$ cat src/rtl/alt_ddrx_wdata_rd_sched_pkg.sv
// Shared types and constants for the write-data read scheduler.
package alt_ddrx_wsched_pkg;

    // Default FIFO read latency: non-showahead RAM plus output register.
    localparam int unsigned WSCHED_RD_LATENCY = 2;

    // Width of the stall statistics counter.
    localparam int unsigned WSCHED_STALL_WIDTH = 16;

    // Scheduler state.
    typedef enum logic [0:0] {
        ST_IDLE = 1'b0,
        ST_XFER = 1'b1
    } wsched_state_e;

    // Tag that travels alongside an issued FIFO read until its data returns.
    typedef struct packed {
        logic valid;
        logic last;
    } wsched_tag_t;

endpackage

$ cat src/rtl/alt_ddrx_wdata_rd_sched_if.sv
// Command, FIFO and AFI write-data signals of the write-data read scheduler.
interface alt_ddrx_wdata_rd_sched_if #(
    parameter int unsigned LOCAL_DATA_WIDTH  = 32,
    parameter int unsigned LOCAL_SIZE_WIDTH  = 6,
    parameter int unsigned WDATA_BEATS_WIDTH = 9
);
    localparam int unsigned LOCAL_BE_WIDTH = LOCAL_DATA_WIDTH / 8;

    // Write burst command handshake.
    logic                          cmd_valid;
    logic [LOCAL_SIZE_WIDTH-1:0]   cmd_size;
    logic                          cmd_ready;

    // Write-data FIFO side.
    logic [WDATA_BEATS_WIDTH-1:0]  beats_in_wfifo;
    logic                          wdata_fifo_read;
    logic [LOCAL_DATA_WIDTH-1:0]   wdata_fifo_wdata;
    logic [LOCAL_BE_WIDTH-1:0]     wdata_fifo_be;

    // AFI write-data stream.
    logic                          afi_wdata_valid;
    logic [LOCAL_DATA_WIDTH-1:0]   afi_wdata;
    logic [LOCAL_BE_WIDTH-1:0]     afi_be;
    logic                          afi_wdata_last;

    // Command source, FIFO and AFI consumer.
    modport master (
        output cmd_valid, cmd_size, beats_in_wfifo, wdata_fifo_wdata, wdata_fifo_be,
        input  cmd_ready, wdata_fifo_read, afi_wdata_valid, afi_wdata, afi_be, afi_wdata_last
    );

    // The scheduler.
    modport slave (
        input  cmd_valid, cmd_size, beats_in_wfifo, wdata_fifo_wdata, wdata_fifo_be,
        output cmd_ready, wdata_fifo_read, afi_wdata_valid, afi_wdata, afi_be, afi_wdata_last
    );

endinterface

$ cat src/rtl/alt_ddrx_wdata_rd_sched_rdpipe.sv
// Delay line carrying {valid,last} of each FIFO read until its data returns.
module alt_ddrx_wsched_rdpipe
    import alt_ddrx_wsched_pkg::*;
#(
    parameter int unsigned RD_LATENCY = WSCHED_RD_LATENCY
) (
    input  logic        ctl_clk,
    input  logic        ctl_reset_n,
    input  wsched_tag_t in_tag,
    output wsched_tag_t out_tag,
    output logic        any_valid_c
);

    if (RD_LATENCY < 1) begin : g_bad_latency
        $error("alt_ddrx_wsched_rdpipe: RD_LATENCY must be at least 1");
    end

    wsched_tag_t [RD_LATENCY-1:0] stage_q;
    wsched_tag_t [RD_LATENCY-1:0] stage_d;

    // Shift one stage per cycle; stage 0 takes the newly issued read.
    always_comb begin
        stage_d    = stage_q;
        stage_d[0] = in_tag;
        for (int i = 1; i < RD_LATENCY; i++) begin
            stage_d[i] = stage_q[i-1];
        end
    end

    // Pipe registers; cleared asynchronously so a reset discards in-flight beats.
    always_ff @(posedge ctl_clk or negedge ctl_reset_n) begin
        if (!ctl_reset_n) begin
            stage_q <= '0;
        end else begin
            stage_q <= stage_d;
        end
    end

    // Any issued read whose data has not yet been captured.
    always_comb begin
        any_valid_c = 1'b0;
        for (int i = 0; i < RD_LATENCY; i++) begin
            any_valid_c = any_valid_c | stage_q[i].valid;
        end
    end

    assign out_tag = stage_q[RD_LATENCY-1];

endmodule

$ cat src/rtl/alt_ddrx_wdata_rd_sched.sv
// Write-data read scheduler: pops one FIFO beat per cycle for each accepted
// write burst while committed data exists, and realigns the returning data
// into a registered AFI write-data stream with valid/last.
// Optional feature macro: DDRX_WSCHED_STALL_CNT_EN enables the saturating
// stall_cycles counter; otherwise stall_cycles is tied to zero.
module alt_ddrx_wdata_rd_sched
    import alt_ddrx_wsched_pkg::*;
#(
    parameter int unsigned LOCAL_DATA_WIDTH  = 32,
    parameter int unsigned LOCAL_SIZE_WIDTH  = 6,
    parameter int unsigned WDATA_BEATS_WIDTH = 9,
    parameter int unsigned RD_LATENCY        = WSCHED_RD_LATENCY
) (
    input  logic                           ctl_clk,
    input  logic                           ctl_reset_n,
    alt_ddrx_wdata_rd_sched_if.slave       bus,
    output logic                           busy,
    output logic [WSCHED_STALL_WIDTH-1:0]  stall_cycles
);

    localparam int unsigned LOCAL_BE_WIDTH = LOCAL_DATA_WIDTH / 8;

    if ((LOCAL_DATA_WIDTH % 8) != 0) begin : g_bad_width
        $error("alt_ddrx_wdata_rd_sched: LOCAL_DATA_WIDTH must be a multiple of 8");
    end

    wsched_state_e                 state_q, state_d;
    logic [LOCAL_SIZE_WIDTH-1:0]   remaining_q, remaining_d;
    logic                          rd_q, rd_d;

    logic [WDATA_BEATS_WIDTH-1:0]  avail_c;
    logic                          rd_c;
    logic                          last_rd_c;
    logic                          cmd_ready_c;
    logic                          accept_c;

    wsched_tag_t                   pipe_in_c;
    wsched_tag_t                   pipe_out_c;
    logic                          pipe_busy_c;

    logic                          afi_valid_q, afi_valid_d;
    logic                          afi_last_q, afi_last_d;
    logic [LOCAL_DATA_WIDTH-1:0]   afi_wdata_q, afi_wdata_d;
    logic [LOCAL_BE_WIDTH-1:0]     afi_be_q, afi_be_d;

    // Next state, read issue and command acceptance.
    always_comb begin
        state_d     = state_q;
        remaining_d = remaining_q;
        rd_c        = 1'b0;
        last_rd_c   = 1'b0;
        cmd_ready_c = 1'b0;
        accept_c    = 1'b0;
        // Occupancy lags our reads by a cycle, so discount last cycle's read.
        avail_c     = bus.beats_in_wfifo - WDATA_BEATS_WIDTH'(rd_q);

        unique case (state_q)
            ST_IDLE: begin
                cmd_ready_c = 1'b1;
                accept_c    = bus.cmd_valid;
                // Zero-length commands are consumed without any read.
                if (accept_c && (bus.cmd_size != '0)) begin
                    state_d     = ST_XFER;
                    remaining_d = bus.cmd_size;
                end
            end
            ST_XFER: begin
                rd_c = (avail_c != '0);
                if (rd_c) begin
                    remaining_d = remaining_q - LOCAL_SIZE_WIDTH'(1);
                    if (remaining_q == LOCAL_SIZE_WIDTH'(1)) begin
                        // Final beat: take the next command now so bursts run gapless.
                        last_rd_c   = 1'b1;
                        cmd_ready_c = 1'b1;
                        accept_c    = bus.cmd_valid;
                        if (accept_c && (bus.cmd_size != '0)) begin
                            remaining_d = bus.cmd_size;
                        end else begin
                            state_d = ST_IDLE;
                        end
                    end
                end
            end
            default: begin
                state_d = ST_IDLE;
            end
        endcase

        rd_d = rd_c;
    end

    // Scheduler state registers.
    always_ff @(posedge ctl_clk or negedge ctl_reset_n) begin
        if (!ctl_reset_n) begin
            state_q     <= ST_IDLE;
            remaining_q <= '0;
            rd_q        <= 1'b0;
        end else begin
            state_q     <= state_d;
            remaining_q <= remaining_d;
            rd_q        <= rd_d;
        end
    end

    // Tag each read with its last flag and carry it across the FIFO latency.
    always_comb begin
        pipe_in_c       = '0;
        pipe_in_c.valid = rd_c;
        pipe_in_c.last  = last_rd_c;
    end

    alt_ddrx_wsched_rdpipe #(
        .RD_LATENCY (RD_LATENCY)
    ) u_rdpipe (
        .ctl_clk     (ctl_clk),
        .ctl_reset_n (ctl_reset_n),
        .in_tag      (pipe_in_c),
        .out_tag     (pipe_out_c),
        .any_valid_c (pipe_busy_c)
    );

    // Capture FIFO data as its tag leaves the pipe; data and BE hold otherwise.
    always_comb begin
        afi_valid_d = pipe_out_c.valid;
        afi_last_d  = pipe_out_c.valid & pipe_out_c.last;
        afi_wdata_d = afi_wdata_q;
        afi_be_d    = afi_be_q;
        if (pipe_out_c.valid) begin
            afi_wdata_d = bus.wdata_fifo_wdata;
            afi_be_d    = bus.wdata_fifo_be;
        end
    end

    // AFI output registers.
    always_ff @(posedge ctl_clk or negedge ctl_reset_n) begin
        if (!ctl_reset_n) begin
            afi_valid_q <= 1'b0;
            afi_last_q  <= 1'b0;
            afi_wdata_q <= '0;
            afi_be_q    <= '0;
        end else begin
            afi_valid_q <= afi_valid_d;
            afi_last_q  <= afi_last_d;
            afi_wdata_q <= afi_wdata_d;
            afi_be_q    <= afi_be_d;
        end
    end

`ifdef DDRX_WSCHED_STALL_CNT_EN
    logic [WSCHED_STALL_WIDTH-1:0] stall_q, stall_d;

    // Count transfer cycles without a read, saturating at all-ones.
    always_comb begin
        stall_d = stall_q;
        if ((state_q == ST_XFER) && !rd_c && (stall_q != {WSCHED_STALL_WIDTH{1'b1}})) begin
            stall_d = stall_q + WSCHED_STALL_WIDTH'(1);
        end
    end

    // Stall counter register; only reset clears it.
    always_ff @(posedge ctl_clk or negedge ctl_reset_n) begin
        if (!ctl_reset_n) begin
            stall_q <= '0;
        end else begin
            stall_q <= stall_d;
        end
    end

    assign stall_cycles = stall_q;
`else
    assign stall_cycles = '0;
`endif

    assign bus.cmd_ready       = cmd_ready_c;
    assign bus.wdata_fifo_read = rd_c;
    assign bus.afi_wdata_valid = afi_valid_q;
    assign bus.afi_wdata_last  = afi_last_q;
    assign bus.afi_wdata       = afi_wdata_q;
    assign bus.afi_be          = afi_be_q;
    assign busy                = (state_q != ST_IDLE) | pipe_busy_c;

    // A read in flight implies the lagging occupancy still counts that beat.
    a_no_lagged_underflow : assert property (
        @(posedge ctl_clk) disable iff (!ctl_reset_n)
        !(rd_q && (bus.beats_in_wfifo == '0))
    );

endmodule
$ cat src/flat_wrapper.sv
// flat-port wrapper written by rule: the top's interface ports become plain ports
module alt_ddrx_wdata_rd_sched_flat import alt_ddrx_wsched_pkg::*;
#(
    parameter int unsigned LOCAL_DATA_WIDTH  = 32,
    parameter int unsigned LOCAL_SIZE_WIDTH  = 6,
    parameter int unsigned WDATA_BEATS_WIDTH = 9,
    parameter int unsigned RD_LATENCY        = WSCHED_RD_LATENCY
)
  (ctl_clk, ctl_reset_n, busy, stall_cycles, bus_cmd_valid, bus_cmd_size, bus_beats_in_wfifo, bus_wdata_fifo_wdata, bus_wdata_fifo_be, bus_cmd_ready, bus_wdata_fifo_read, bus_afi_wdata_valid, bus_afi_wdata, bus_afi_be, bus_afi_wdata_last);
  alt_ddrx_wdata_rd_sched_if #(.LOCAL_DATA_WIDTH(LOCAL_DATA_WIDTH), .LOCAL_SIZE_WIDTH(LOCAL_SIZE_WIDTH), .WDATA_BEATS_WIDTH(WDATA_BEATS_WIDTH)) bus_i ();
  input  logic ctl_clk;
  input  logic ctl_reset_n;
  output logic busy;
  output logic [WSCHED_STALL_WIDTH-1:0] stall_cycles;
  input wire logic [$bits(bus_i.cmd_valid)-1:0] bus_cmd_valid;
  input wire logic [$bits(bus_i.cmd_size)-1:0] bus_cmd_size;
  input wire logic [$bits(bus_i.beats_in_wfifo)-1:0] bus_beats_in_wfifo;
  input wire logic [$bits(bus_i.wdata_fifo_wdata)-1:0] bus_wdata_fifo_wdata;
  input wire logic [$bits(bus_i.wdata_fifo_be)-1:0] bus_wdata_fifo_be;
  output wire logic [$bits(bus_i.cmd_ready)-1:0] bus_cmd_ready;
  output wire logic [$bits(bus_i.wdata_fifo_read)-1:0] bus_wdata_fifo_read;
  output wire logic [$bits(bus_i.afi_wdata_valid)-1:0] bus_afi_wdata_valid;
  output wire logic [$bits(bus_i.afi_wdata)-1:0] bus_afi_wdata;
  output wire logic [$bits(bus_i.afi_be)-1:0] bus_afi_be;
  output wire logic [$bits(bus_i.afi_wdata_last)-1:0] bus_afi_wdata_last;
  assign bus_i.cmd_valid = bus_cmd_valid;
  assign bus_i.cmd_size = bus_cmd_size;
  assign bus_i.beats_in_wfifo = bus_beats_in_wfifo;
  assign bus_i.wdata_fifo_wdata = bus_wdata_fifo_wdata;
  assign bus_i.wdata_fifo_be = bus_wdata_fifo_be;
  assign bus_cmd_ready = bus_i.cmd_ready;
  assign bus_wdata_fifo_read = bus_i.wdata_fifo_read;
  assign bus_afi_wdata_valid = bus_i.afi_wdata_valid;
  assign bus_afi_wdata = bus_i.afi_wdata;
  assign bus_afi_be = bus_i.afi_be;
  assign bus_afi_wdata_last = bus_i.afi_wdata_last;
  alt_ddrx_wdata_rd_sched #(.LOCAL_DATA_WIDTH(LOCAL_DATA_WIDTH), .LOCAL_SIZE_WIDTH(LOCAL_SIZE_WIDTH), .WDATA_BEATS_WIDTH(WDATA_BEATS_WIDTH), .RD_LATENCY(RD_LATENCY)) u_core (.ctl_clk(ctl_clk), .ctl_reset_n(ctl_reset_n), .bus(bus_i), .busy(busy), .stall_cycles(stall_cycles));
endmodule
$ cat config.mk
export PLATFORM = sky130hd
export DESIGN_NAME = alt_ddrx_wdata_rd_sched_flat
export DESIGN_NICKNAME = d
export VERILOG_FILES = /design/src/rtl/alt_ddrx_wdata_rd_sched_pkg.sv /design/src/rtl/alt_ddrx_wdata_rd_sched_if.sv /design/src/rtl/alt_ddrx_wdata_rd_sched_rdpipe.sv /design/src/rtl/alt_ddrx_wdata_rd_sched.sv /design/src/flat_wrapper.sv
export SDC_FILE = /design/constraint.sdc
export NUM_CORES = 1
export LEC_CHECK = 0
export BUFFER_PORTS_ARGS = -buffer_cell sky130_fd_sc_hd__buf_2
export CAP_MARGIN = 15
export CORE_UTILIZATION = 40
export CTS_CLUSTER_SIZE = 25
export DETAILED_ROUTE_END_ITERATION = 7
export HOLD_SLACK_MARGIN = 0.15
export PLACE_DENSITY = 0.74
export SETUP_SLACK_MARGIN = 0.4
export SLEW_MARGIN = 20
export SYNTH_ARGS = -nofsm -noshare
export SYNTH_HDL_FRONTEND = slang
export SYNTH_HIERARCHICAL = 1
export SYNTH_SLANG_ARGS = --single-unit
$ cat constraint.sdc
create_clock -name ctl_clk -period 1.6 [get_ports ctl_clk]
set_clock_uncertainty 0.2 [all_clocks]
set_input_delay 0.32 -clock ctl_clk [delete_from_list [all_inputs] [get_ports ctl_clk]]
set_output_delay 0.32 -clock ctl_clk [all_outputs]
set_load 0.03 [all_outputs]
==> flow_summary.yaml <==
synthesis:
  syn_area_per_cell_um2: 13.2
  ys_ff_latch: 50
  synth_cell_type_count: 34
  syn_area_um2: 2190
  synth_ff_type: "dfrtp_1"
  synth_cells: 165
  yosys_warnings: 6
  synth_seq_area_share_pct: 57.2
  synth-edff-count: 0
  ys_async_sr_fraction_pct: 100
routing:
  drcViolationCount: 0
  routed_wirelength_mm: 5.72
  post_drt_wl_per_cell_um: 14.6
  num_vias: 1843
  first_iter_violations: 30
  drtPass1Iterations: 4
  final_antenna_net_count: 0
  via_per_inst: 4.71
clocking:
  cts.sinks: 50
  cts_max_path_buffers: 2
  clk_latency_ns: 0.29
  cts_buffers: 5
  clk_pin_slew_ns: 0.09
  cts_hold_buffers: 1
  h-tree-depth: 2
  cts-root-buf: "clkbuf_8"
  tritoncts: "yes"
die:
  die_y_um: 75.9
  dieArea_um2: 5760
  pin_count: 111
  rows: 26
  die_w_um: 75.9
  start_util_pct: 42.3
  core_area_um2: 5170
power:
  switchingPower_mw: 1.15
  combPwrFrac_pct: 38.2
  finalPower_mw: 3.67
  p_leak_nw: 1.98
  vdd_drop_max_mv: 0.544
  power_frac_seq_pct: 41.7
  internal_power_mw: 2.52
  swShare_pct: 31.2
  power.density_nw_per_um2: 961
  p_clk_share_pct: 20.2
sta:
  period_share_pct: 131
  setup_violations: 46
  final.setup.worst_slack_ns: -0.497
  final_hold_viol_count: 0
  hold_slack_ns: 0.0467
  fin_setup_tns_ns: -4.27
  fmax_mhz: 477
  rsz0062_at_grt: "true"
  slew_headroom_pct: 63.5
  worst_pin_slew_ns: 0.542
  slew_viol_final: 0
  min_period_ns: 2.10
critical_path:
  cp_slowest_cell: "dfrtp_1"
  crit_type: "reg2out"
  arrival_ns: 1.58
  max_stage_delay_ns: 0.37
  path_cells: "ha_1 -> nor4b_4 -> and3_4 -> o21ai_4 -> buf_6"
  path_delay_family: "simple AND/OR/NAND/NOR gates"
  cp.depth: 5
  worstSetupStartpointType: "register"
  worstPathMaxFanout: 2
  critPathCaptureType: "primary output"
  crit_buf_inv: 1
  crit_required_ns: 1.08
  ff2ff_path_depth: 6
placement:
  place_worst_setup_slack_ns: -0.512
  dp_cells: 345
  io_buffers: 94
  routabilityCongestion: 0.812
  placed_cell_area_um2: 2990
  hpwl_mm: 3.24
hold_path:
  min_path_cells: 2
  hold_path_class: "in2reg"
outcome:
  status: "complete, but fails checks"
  violations: "negative setup slack"
cells_and_area:
  nNetsFinal: 377
  fin_util_pct: 73.9
  final_cells: 391
  area_growth_pct: 74.8
  drive_above_1_share_pct: 67.6
  diodes: 0
  stdcell_area_um2: 3820
job:
  maxCapViolCount: 0
global_routing:
  grt-ovfl-total: 0
  grt_pass1_vias: 1939
  grtUsageTotal_pct: 20.1
  grt_antenna_before_repair: 0
  grt_max_degree: 51
  grt_pass1_wl_mm: 9.24
## metal layers
layer  vias up  global-route usage (%)  share of wire [%]
li1        852                       -                  -
met1       894                    25.1                 40
met2        83                    35.3                 51
met3        14                    4.22                7.1
met4         0                    5.77                1.9
met5         -                       0                  0
## sequential cells by signal, indices dropped and copies added, names as in the netlist
signal,flops
u_core/bus.afi_wdata,32
u_core/remaining_q,6
u_core/bus.afi_be,4
u_core/u_rdpipe/out_tag,2
u_core/u_rdpipe/stage_d,2
u_core/bus.afi_wdata_last,1
u_core/bus.afi_wdata_valid,1
u_core/rd_q,1
u_core/state_q,1
## power groups by stage
stage	Clock [mW]	Sequential (mW)	Combinational (mW)
floorplan	0	1.69	0.536
CTS	0.777	1.52	1.29
global route	0.821	1.55	1.50
finish	0.739	1.53	1.40
detailed placement	0	1.53	1.08
global placement	0	1.52	1.06
## cell families after synthesis
group,share of synthesized area [%]
flip-flops,57.2
multiplexers,18.5
other,0.172
XOR/XNOR,0.401
buffers and inverters,8.01
AO/OA/AOI/OAI,8.53
AND/OR/NAND/NOR,5.38
adder cells (fa/ha/maj),1.72
## cells in the mapped netlist, types with 2 or more instances
library cell   n  area, um2
nor2_1         3       11.3
clkbuf_1       4       15.0
mux2_2        36        405
dfrtp_1       50       1250
buf_2          2       10.0
ha_1           3       37.5
nand2_1        3       11.3
o21ai_1        5       25.0
nand3_1        4       20.0
a22oi_1        3       22.5
nor3_1         2       10.0
buf_4         16        120
o21ai_0        6       30.0
inv_1          8       30.0
## area by class of cell
class / instances / area, um2
repair buffers: 155 / 1360
fillers: 327 / 1350
flip-flops and latches: 50 / 1250
multi-input cells: 100 / 991
well taps: 70 / 87.6
clock buffers: 6 / 82.6
inverters: 8 / 30.0
clock inverters: 2 / 12.5
## final timing paths
check,slack [ns],startpoint,endpoint
min in group asynchronous,0.34,ctl_reset_n,u_core/remaining_q[1]$_DFFE_PN0P_
hold reg to reg,0.17,u_core/u_rdpipe/stage_d[3]$_DFF_PN0_,u_core/u_rdpipe/out_tag[1]$_DFF_PN0_
hold / removal,0.05,bus_wdata_fifo_wdata[14],u_core/bus.afi_wdata[14]$_DFFE_PN0P_
setup reg to reg,-0.39,u_core/remaining_q[1]$_DFFE_PN0P_,u_core/remaining_q[3]$_DFFE_PN0P_
max in group asynchronous,0.62,ctl_reset_n,u_core/u_rdpipe/out_tag[1]$_DFF_PN0_
setup / recovery,-0.50,u_core/rd_q$_DFF_PN0_,bus_cmd_ready
## layout by cell type, fill, tap and decap left out, types with 2 or more instances in the layout
cell type and count:
buf_6 54, buf_2 53, dfrtp_1 49, buf_4 39, mux2_4 29, conb_1 16, o21ai_1 8, inv_1 7
mux2_2 7, clkbuf_8 6, nand3_1 4, buf_12 4, buf_16 3, nor2_1 3, ha_1 3, o21ai_4 2
nand2_1 2, a22oi_1 2
## what timing repair did
action,CTS,global route
setup buffers,17,16
gates resized for setup,111,7
hold endpoints to repair,86,36
pin swaps,3,2
setup endpoints to repair,87,89
cloned,3,1
(Power assumes the default switching activity.)
